--- config.mk ---
export PLATFORM = sky130hd
export DESIGN_NAME = branch_rs_queue
export DESIGN_NICKNAME = d
export VERILOG_FILES = /design/src/rtl/branch_rs_queue.sv
export SDC_FILE = /design/constraint.sdc
export NUM_CORES = 2
export LEC_CHECK = 0
export CORE_MARGIN = 2
export CORE_UTILIZATION = 58
export CTS_CLUSTER_DIAMETER = 200
export CTS_CLUSTER_SIZE = 25
export DETAILED_ROUTE_END_ITERATION = 8
export GPL_TIMING_DRIVEN = 0
export PLACE_DENSITY = 0.88
export SYNTH_ARGS = -nofsm -noshare
export SYNTH_HDL_FRONTEND = slang
export SYNTH_SLANG_ARGS = --single-unit
export TNS_END_PERCENT = 50
--- constraint.sdc ---
create_clock -name clk -period 3.5 [get_ports clk]
set_clock_uncertainty 0.1 [all_clocks]
set_input_delay 0.7 -clock clk [delete_from_list [all_inputs] [get_ports clk]]
set_output_delay 0.7 -clock clk [all_outputs]
set_load 0.01 [all_outputs]
--- src/rtl/branch_rs_queue.sv ---
// Branch reservation station: DEPTH entries with multi-port CDB wakeup, dispatch-cycle bypass,
// age-matrix oldest-first select and a registered valid/ready issue stage.
module branch_rs_queue #(
   parameter  int WIDTH   = 31,
   parameter  int ROB     = 2,
   parameter  int C_WIDTH = 7,
   parameter  int DEPTH   = 4,
   parameter  int NCDB    = 2,
   localparam int CW      = $clog2(DEPTH + 1),
   localparam int IW      = $clog2(DEPTH)
) (
   input  logic                        clk,
   input  logic                        globalResetN,
   input  logic                        dispValid,
   output logic                        dispReady,
   input  logic signed [WIDTH:0]       value1,
   input  logic signed [WIDTH:0]       value2,
   input  logic                        ready1,
   input  logic                        ready2,
   input  logic [ROB:0]                rob1,
   input  logic [ROB:0]                rob2,
   input  logic [ROB:0]                robInstr,
   input  logic [C_WIDTH:0]            branchControl,
   input  logic [WIDTH:0]              predictedPC,
   input  logic [WIDTH:0]              address,
   input  logic [WIDTH:0]              seqPC,
   input  logic [NCDB-1:0]             cdbValid,
   input  logic [NCDB*(ROB+1)-1:0]     cdbRob,
   input  logic [NCDB*(WIDTH+1)-1:0]   cdbValue,
   input  logic                        flush,
   output logic                        issueValid,
   input  logic                        issueReady,
   output logic signed [WIDTH:0]       src1,
   output logic signed [WIDTH:0]       src2,
   output logic [C_WIDTH:0]            instrInfo,
   output logic [ROB:0]                instrRob,
   output logic [WIDTH:0]              predictedAddress,
   output logic [WIDTH:0]              targetAddress,
   output logic [WIDTH:0]              nxtPC,
   output logic [DEPTH-1:0]            busy,
   output logic [CW-1:0]               count
);

   logic [DEPTH-1:0] r_valid, r_rdy1, r_rdy2;
   logic [WIDTH:0]   r_v1 [DEPTH];
   logic [WIDTH:0]   r_v2 [DEPTH];
   logic [ROB:0]     r_tag1 [DEPTH];
   logic [ROB:0]     r_tag2 [DEPTH];
   logic [ROB:0]     r_rob [DEPTH];
   logic [C_WIDTH:0] r_ctl [DEPTH];
   logic [WIDTH:0]   r_pred [DEPTH];
   logic [WIDTH:0]   r_tgt [DEPTH];
   logic [WIDTH:0]   r_seq [DEPTH];
   // Row i, bit j set means entry i is older than entry j.
   logic [DEPTH-1:0] r_age [DEPTH];
   logic [CW-1:0]    r_count;

   logic             r_iss_valid;
   logic [WIDTH:0]   r_src1, r_src2, r_pred_o, r_tgt_o, r_nxt_o;
   logic [C_WIDTH:0] r_info;
   logic [ROB:0]     r_irob;

   logic [DEPTH-1:0] w_hit1, w_hit2, w_cand, w_sel;
   logic [WIDTH:0]   w_wv1 [DEPTH];
   logic [WIDTH:0]   w_wv2 [DEPTH];
   logic             w_dhit1, w_dhit2, w_disp, w_load, w_fire;
   logic [WIDTH:0]   w_dv1, w_dv2;
   logic [IW-1:0]    w_free_idx, w_sel_idx;

   // Lowest-numbered matching port wins because it is evaluated last.
   function automatic logic [WIDTH+1:0] cdb_lookup(input logic [ROB:0] tag,
                                                   input logic [NCDB-1:0] vld,
                                                   input logic [NCDB*(ROB+1)-1:0] tags,
                                                   input logic [NCDB*(WIDTH+1)-1:0] vals);
      logic [WIDTH+1:0] res;
      res = '0;
      for (int k = NCDB - 1; k >= 0; k--)
         if (vld[k] && tags[k*(ROB+1) +: ROB+1] == tag)
            res = {1'b1, vals[k*(WIDTH+1) +: WIDTH+1]};
      return res;
   endfunction

   // NOTE: every output of this block gets a default before the loops so no latch is inferred.
   always_comb begin
      w_free_idx = '0;
      w_sel_idx  = '0;
      w_cand     = r_valid & r_rdy1 & r_rdy2;
      for (int i = 0; i < DEPTH; i++) begin
         {w_hit1[i], w_wv1[i]} = cdb_lookup(r_tag1[i], cdbValid, cdbRob, cdbValue);
         {w_hit2[i], w_wv2[i]} = cdb_lookup(r_tag2[i], cdbValid, cdbRob, cdbValue);
         w_sel[i] = w_cand[i] & ~|(w_cand & ~r_age[i] & ~(DEPTH'(1) << i));
      end
      for (int i = DEPTH - 1; i >= 0; i--)
         if (!r_valid[i]) w_free_idx = IW'(i);
      for (int i = 0; i < DEPTH; i++)
         if (w_sel[i]) w_sel_idx = IW'(i);
      {w_dhit1, w_dv1} = cdb_lookup(rob1, cdbValid, cdbRob, cdbValue);
      {w_dhit2, w_dv2} = cdb_lookup(rob2, cdbValid, cdbRob, cdbValue);
   end

   assign dispReady = (r_count < CW'(DEPTH));
   assign w_disp    = dispValid & dispReady & ~flush;
   assign w_load    = ~r_iss_valid | issueReady;
   assign w_fire    = w_load & (|w_cand) & ~flush;

   // NOTE: sequential state uses non-blocking assignments only, so every read sees pre-edge values.
   always_ff @(posedge clk or negedge globalResetN) begin
      if (!globalResetN) begin
         // NOTE: the entry file is a small flop array, so every field is reset rather than left as RAM.
         for (int i = 0; i < DEPTH; i++) begin
            r_v1[i]   <= '0;
            r_v2[i]   <= '0;
            r_tag1[i] <= '0;
            r_tag2[i] <= '0;
            r_rob[i]  <= '0;
            r_ctl[i]  <= '0;
            r_pred[i] <= '0;
            r_tgt[i]  <= '0;
            r_seq[i]  <= '0;
            r_age[i]  <= '0;
         end
         r_valid     <= '0;
         r_rdy1      <= '0;
         r_rdy2      <= '0;
         r_count     <= '0;
         r_iss_valid <= 1'b0;
         r_src1      <= '0;
         r_src2      <= '0;
         r_info      <= '1;
         r_irob      <= '0;
         r_pred_o    <= '0;
         r_tgt_o     <= '0;
         r_nxt_o     <= '0;
      end else if (flush) begin
         r_valid     <= '0;
         r_count     <= '0;
         r_iss_valid <= 1'b0;
         r_src1      <= '0;
         r_src2      <= '0;
         r_info      <= '1;
         r_irob      <= '0;
         r_pred_o    <= '0;
         r_tgt_o     <= '0;
         r_nxt_o     <= '0;
      end else begin
         for (int i = 0; i < DEPTH; i++) begin
            if (r_valid[i] && !r_rdy1[i] && w_hit1[i]) begin
               r_rdy1[i] <= 1'b1;
               r_v1[i]   <= w_wv1[i];
            end
            if (r_valid[i] && !r_rdy2[i] && w_hit2[i]) begin
               r_rdy2[i] <= 1'b1;
               r_v2[i]   <= w_wv2[i];
            end
         end
         if (w_load) begin
            r_iss_valid <= w_fire;
            if (w_fire) begin
               r_src1              <= r_v1[w_sel_idx];
               r_src2              <= r_v2[w_sel_idx];
               r_info              <= r_ctl[w_sel_idx];
               r_irob              <= r_rob[w_sel_idx];
               r_pred_o            <= r_pred[w_sel_idx];
               r_tgt_o             <= r_tgt[w_sel_idx];
               r_nxt_o             <= r_seq[w_sel_idx];
               r_valid[w_sel_idx]  <= 1'b0;
            end else begin
               r_src1   <= '0;
               r_src2   <= '0;
               r_info   <= '1;
               r_irob   <= '0;
               r_pred_o <= '0;
               r_tgt_o  <= '0;
               r_nxt_o  <= '0;
            end
         end
         // The free slot is never the one being issued, so both writes can share an edge.
         if (w_disp) begin
            r_valid[w_free_idx] <= 1'b1;
            r_rdy1[w_free_idx]  <= ready1 | w_dhit1;
            r_rdy2[w_free_idx]  <= ready2 | w_dhit2;
            r_v1[w_free_idx]    <= ready1 ? value1 : w_dv1;
            r_v2[w_free_idx]    <= ready2 ? value2 : w_dv2;
            r_tag1[w_free_idx]  <= rob1;
            r_tag2[w_free_idx]  <= rob2;
            r_rob[w_free_idx]   <= robInstr;
            r_ctl[w_free_idx]   <= branchControl;
            r_pred[w_free_idx]  <= predictedPC;
            r_tgt[w_free_idx]   <= address;
            r_seq[w_free_idx]   <= seqPC;
            for (int j = 0; j < DEPTH; j++) begin
               if (j == int'(w_free_idx)) r_age[j] <= '0;
               else                       r_age[j][w_free_idx] <= 1'b1;
            end
         end
         r_count <= r_count + CW'(w_disp) - CW'(w_fire);
      end
   end

   assign issueValid       = r_iss_valid;
   assign src1             = r_src1;
   assign src2             = r_src2;
   assign instrInfo        = r_info;
   assign instrRob         = r_irob;
   assign predictedAddress = r_pred_o;
   assign targetAddress    = r_tgt_o;
   assign nxtPC            = r_nxt_o;
   assign busy             = r_valid;
   assign count            = r_count;

endmodule
Word-level counts from Yosys, hierarchy flattened
Cells that the tools add are included.
{ "totals": {"in_bits": 256, "wordCells": 307, "reg_bits": 907, "out_inout_bits": 180} }
{ "classes": {"eq_ne": 23, "bitwise": 28, "n_lt_le_gt_ge": 8, "mux": 139, "n_addsub": 2, "n_reduce_logical": 56} }
{ "ops": {"columns": ["cell", "count"], "rows": [
  ["$mux 32", 44],
  ["$mux 33", 20],
  ["$bwmux 128", 5],
  ["$bmux 32 s2", 5],
  ["$mux 128", 2],
  ["$demux 32 s2", 1],
  ["$eq 3x3->1", 20],
  ["$mux 8", 6],
  ["$mux 4", 10],
  ["$logic_and 1x1->1", 39],
  ["$bwmux 12", 3],
  ["$bwmux 32", 1],
  ["$mux 1", 21],
  ["$mux 3", 7],
  ["$and 4x4->4", 5],
  ["$bmux 8 s2", 1],
  ["$demux 8 s2", 1],
  ["$or 4x4->4", 4],
  ["$mux 2", 6],
  ["$not 4->4", 3],
  ["$logic_not 1->1", 11],
  ["$reduce_or 3->1", 3],
  ["$bwmux 4", 2],
  ["$and 1x1->1", 7],
  ["20 further kinds", 29]
]} }

Longest topological paths before layout
{ "depth": {"depth_word": 21, "depth_mapped": 15, "mapped_depth_nobuf": 12} }

Worst setup path before layout
Ideal clock, no wire load.
{ "synth_path": {"path_kind": "register to register", "startpoint": "register r_valid[2], in the netlist busy[2]", "endpoint": "register r_count[2], in the netlist count[2]", "path_stages_with_launch": 16, "t_arrival_ps": 3064, "period_less_slack_ps": 3297, "t_required_ps": 3267, "setup_slack_ps": 203, "path_buffers": 3, "setup_time_ps": 133, "cell_sequence": "dfrtp_1 > buf_2 > and3_1 > nor4b_1 > nand2b_1 > clkbuf_1 > buf_1 > inv_1 > ha_1 > inv_1 > ha_1 > inv_1 > fa_1 > xnor2_1 > xnor2_1 > nor2_1"} }
{ "synth_via": {"elab_chain_cells": 7} }
{ "synth_rtl": {"columns": ["element", "line_no", "text"], "rows": [
  ["start: declaration", "44", "logic [DEPTH-1:0] r_valid, r_rdy1, r_rdy2;"],
  ["start signal: assignment", "122", "r_valid <= '0;"],
  ["start signal: assignment", "135", "r_valid <= '0;"],
  ["start signal: indexed assignment", "166", "r_valid[w_sel_idx] <= 1'b0;"],
  ["$and 4x4->4 (2 in series)", "87", "w_cand = r_valid & r_rdy1 & r_rdy2;"],
  ["$reduce_or 4->1", "104", "assign w_fire = w_load & (|w_cand) & ~flush;"],
  ["$and 1x1->1 (2 in series)", "104", null],
  ["$sub 3x1->3", "196", "r_count <= r_count + CW'(w_disp) - CW'(w_fire);"],
  ["$mux 3", "134", "end else if (flush) begin"],
  ["end signal: assignment", "196", null],
  ["end: declaration", "56", "logic [CW-1:0] r_count;"]
]} }
Every way passes these cells.
A chain may end at the register's enable or synchronous reset.

Worst setup path in the final report
{ "layout_path": {"startpoint": "input port cdbValid[0]", "endpoint": "register r_v1[80] (netlist name)"} }
{ "layout_via": {"elab_chain_cells": 7, "word_cells_on_any_way": 10, "cone_classes": "mux (7); reduce/logical (3)"} }
{ "layout_rtl": {"columns": ["element", "line_no", "text"], "rows": [
  ["start: declaration", "27", "input logic [NCDB-1:0] cdbValid,"],
  ["$logic_and 1x1->1", "78", "if (vld[k] && tags[k*(ROB+1) +: ROB+1] == tag)"],
  ["$mux 33", "78", null],
  ["$logic_and 1x1->1", "147", "if (r_valid[i] && !r_rdy1[i] && w_hit1[i]) begin"],
  ["$mux 32", "147", null],
  ["$mux 32", "134", null],
  ["$bwmux 128", "182", "r_v1[w_free_idx] <= ready1 ? value1 : w_dv1;"],
  ["$mux 128 *", "178", "if (w_disp) begin"],
  ["end signal: indexed assignment", "149", "r_v1[i] <= w_wv1[i];"],
  ["end signal: indexed assignment", "182", null],
  ["end: declaration", "45", "logic [WIDTH:0] r_v1 [DEPTH];"]
]} }
Mark *: on every way between the ends. The rest lies on a longest branch, timed or not. The select of a mux whose other input is x is not followed.

==> metrics.yaml <==
cts_buffers: 42
die_w_um: 281.2
clk_latency_ns: 0.65
syn_avg_cell_area_um2: 9.463
clock_power_share_pct: 19.8
ir_worst_vdd_mv: 0.3667
cp_max_fo: 10
status: "completed"
ys_seq_area_share_pct: 50.80
grt_use_total_pct: 42.42
rsz0062_at_grt: "yes"
grt_pass1_wl_um: 251500
fmax_mhz: 286.3
maxCapViolCount: 0
min_period_ns: 3.493
dp_cells: 6161
fin_util_pct: 67.96
multi_input_area_um2: 20070
max_slew.worst_pin.slew_ns: 1.355
core-area_um2: 75950
cts.sink_count: 904
instances_no_fill: 6240
synth_compound_area_share_pct: 15.73
grt_pass1_vias: 40720
num_vias: 41755
post_drt_via_cell_ratio: 6.692
p_sw_share_pct: 34.24
p_leak_nw: 24.64
wire_per_inst_um: 27.17
firstDrtPassIters: 7
slew_violations: 0
yosys.area_share.simple_pct: 19.43
ff2ff_path_depth: 7
synthMuxAreaShare_pct: 8.358
h-tree-depth: 2
p_total_mw: 29.09
fin_tns_setup_ns: 0
final_nets: 5437
path_class: "input port to flop"
finalHoldViolCount: 0
dieArea_um2: 79050
start_util_pct: 58.66
numPortBuffers: 413
fin_crit_sh_pct: 99.79
drt_iter0_markers: 6618
async_flop_share_pct: 100.0
whs_path_depth: 3
regArea_um2: 22630
routed_wl_um: 169500
synth_area_leaders: "dfrtp_1 50%, nand2_1 15%, mux2i_1 6.5%, o221ai_1 3.2%, a22oi_1 2.7%"
area_growth_pct: 15.85
synthFlopType: "dfrtp_1"
drive_gt1_share_pct: 8.190
clk_pin_slew_worst_paths_ns: 0.11
synth_top_family_by_area: "simple AND/OR/NAND/NOR gates"
dp_hpwl_um: 119600
yosys_warnings: 0
nFillCells: 5883
worstPathRequired_ns: 3.98
yosys_register_bits: 904
netlist_area_um2: 44550
yosysUniqueCellTypes: 56
synth_fa_ha_area_share_pct: 0.1011
clock_path_buffers: 3
seqPwrFrac_pct: 52.8
hp-class: "input port to flop"
synth-xor-area-share_pct: 1.219
cts_tree: "done"
arrival_ns: 3.98
cp-end-kind: "flop"
grt_antenna_before_repair: 25
whs_ns: 0.3176
p_per_area_nw_per_um2: 563.7
synthCells: 4708
drtAntennaViolNets: 0
root_buffer: "clkbuf_16"
die_y_um: 281.2
grt_max_degree: 126
yosysTopAreaCellShare_pct: 50.33
grt_overflow: 0
yosysTopAreaCell: "dfrtp_1"
syn_nets: 4967
intPower_mw: 19.13
rows: 101
synth_edf_count: 0
setup-violations-final: 0
slew_headroom_pct: 9.646
place_congestion: 1.032
worstSetupStartpointType: "input port"
io_pins: 436
pwr-share-comb_pct: 27.4
drcViolationCount: 0
p_sw_mw: 9.962
r2r_setup_slack_ns: 0.06
## kinds of logic (layout without fill, tap and decap cells)
kind of cell	count (synthesis)	after routing
flops	904	904
buf+inv	463	944
other cells	0	21
simple gates	2130	2130
compound gates	783	783
xor+xnor	62	62
mux	363	363
fa+ha+maj	3	3
## cells in the final DEF, fill, tap and decap left out, types with 15 or more instances in the layout
master           count
nand2_1           1792
dfrtp_1            896
clkdlybuf4s50_1    412
mux2i_1            291
clkbuf_1           270
nand3_1            173
a22oi_1            163
o221ai_1           163
buf_2              134
o221a_1            103
o221a_2             89
and2_1              78
mux2_2              71
a221o_1             64
a221oi_1            60
xnor2_1             55
o211ai_1            52
clkbuf_16           42
buf_1               31
a21oi_1             23
o21ai_0             22
diode_2             21
nor2_1              21
clkbuf_2            15
## state kept, by name, summed over array words and instances (netlist names), 4 cells and up, named ones only
name	flops
r_pred	128
r_seq	128
r_tgt	128
r_v1	128
r_v2	128
nxtPC	32
predictedAddress	32
r_ctl	32
src1	32
src2	32
targetAddress	32
r_rob	12
r_tag1	12
r_tag2	12
instrInfo	8
busy	4
r_rdy1	4
r_rdy2	4
## power groups by stage
stage,logic [mW],clock network [mW],registers (mW)
final,7.97,5.76,15.4
after detailed placement,7.67,0,15.4
after global placement,7.30,0,15.4
after global routing,8.60,6.07,15.6
after CTS,7.72,5.70,15.2
after floorplan,5.09,0,14.9
## synthesized netlist by cell type (4+ instances only)
cell type / n
a211oi_2: 4
a21bo_2: 12
a21oi_1: 24
a221o_1: 64
a221oi_1: 60
a22oi_1: 163
a32oi_1: 12
and2_1: 78
and4_1: 6
buf_1: 34
buf_2: 133
buf_4: 10
clkbuf_1: 277
dfrtp_1: 896
dfstp_2: 8
inv_1: 7
mux2_2: 71
mux2i_1: 291
nand2_1: 1792
nand2b_1: 7
nand3_1: 174
nand4_1: 13
nand4b_1: 7
nor2_1: 24
nor2b_1: 5
nor3_1: 5
o211ai_1: 52
o21ai_0: 22
o221a_1: 103
o221a_2: 89
o221ai_1: 163
xnor2_1: 56
xor2_1: 6
## cell type report
class                           count  share of cell area, %
Sequential cell                   904                  43.85
Clock inverter                      4                 0.1236
Multi-Input combinational cell   3341                  38.89
Tap cell                         1030                  2.497
Inverter                            9                0.06545
Antenna cell                       21                 0.1018
Buffer                            454                  3.801
Timing Repair Buffer              426                  8.569
Clock buffer                       51                  2.102
## repair_timing
action,CTS,global route
hold buffers,1,0
pin swaps,1,1
endpoints found under the setup margin,202,140
buffers inserted,1,1
hold endpoints to repair,55,0
resized for setup,17,41
## final timing paths
path,startpoint,endpoint
min in group asynchronous,globalResetN,src1[6]
setup reg to reg,r_tag1[7],r_v1[80]
max in group asynchronous,globalResetN,r_seq[82]
hold reg to reg,r_pred[101],r_pred[101]
hold / removal,rob2[1],r_tag2[10]
setup / recovery,cdbValid[0],r_v1[80]
## metrics by stage
step | setup WS (ns) | cell area (um2)
after global routing | -0.005541 | 51600
after CTS | -0.06207 | 51460
after floorplan | 0.2033 | 44550
after detailed placement | -1.243 | 50260
final | 0.007394 | 51610
after global placement | -38.82 | 49970
## routing by layer
layer / GRT usage (%) / part of all wire [%] / up-vias
met4: 30.39 / 8.3 / 14
met1: 54.69 / 36 / 20237
met2: 60.15 / 42 / 3290
met5: 0 / 0.052 / -
met3: 13.80 / 13 / 795
li1: - / - / 17419
## worst max-delay path: stages
cell             delay, ns
clkdlybuf4s50_1       0.64
nand4_2               0.52
a211oi_2              1.01
or2_0                 0.18
buf_2                 0.28
buf_2                 0.36
o221a_1               0.26
No activity file was read; power rests on OpenSTA's default activity.
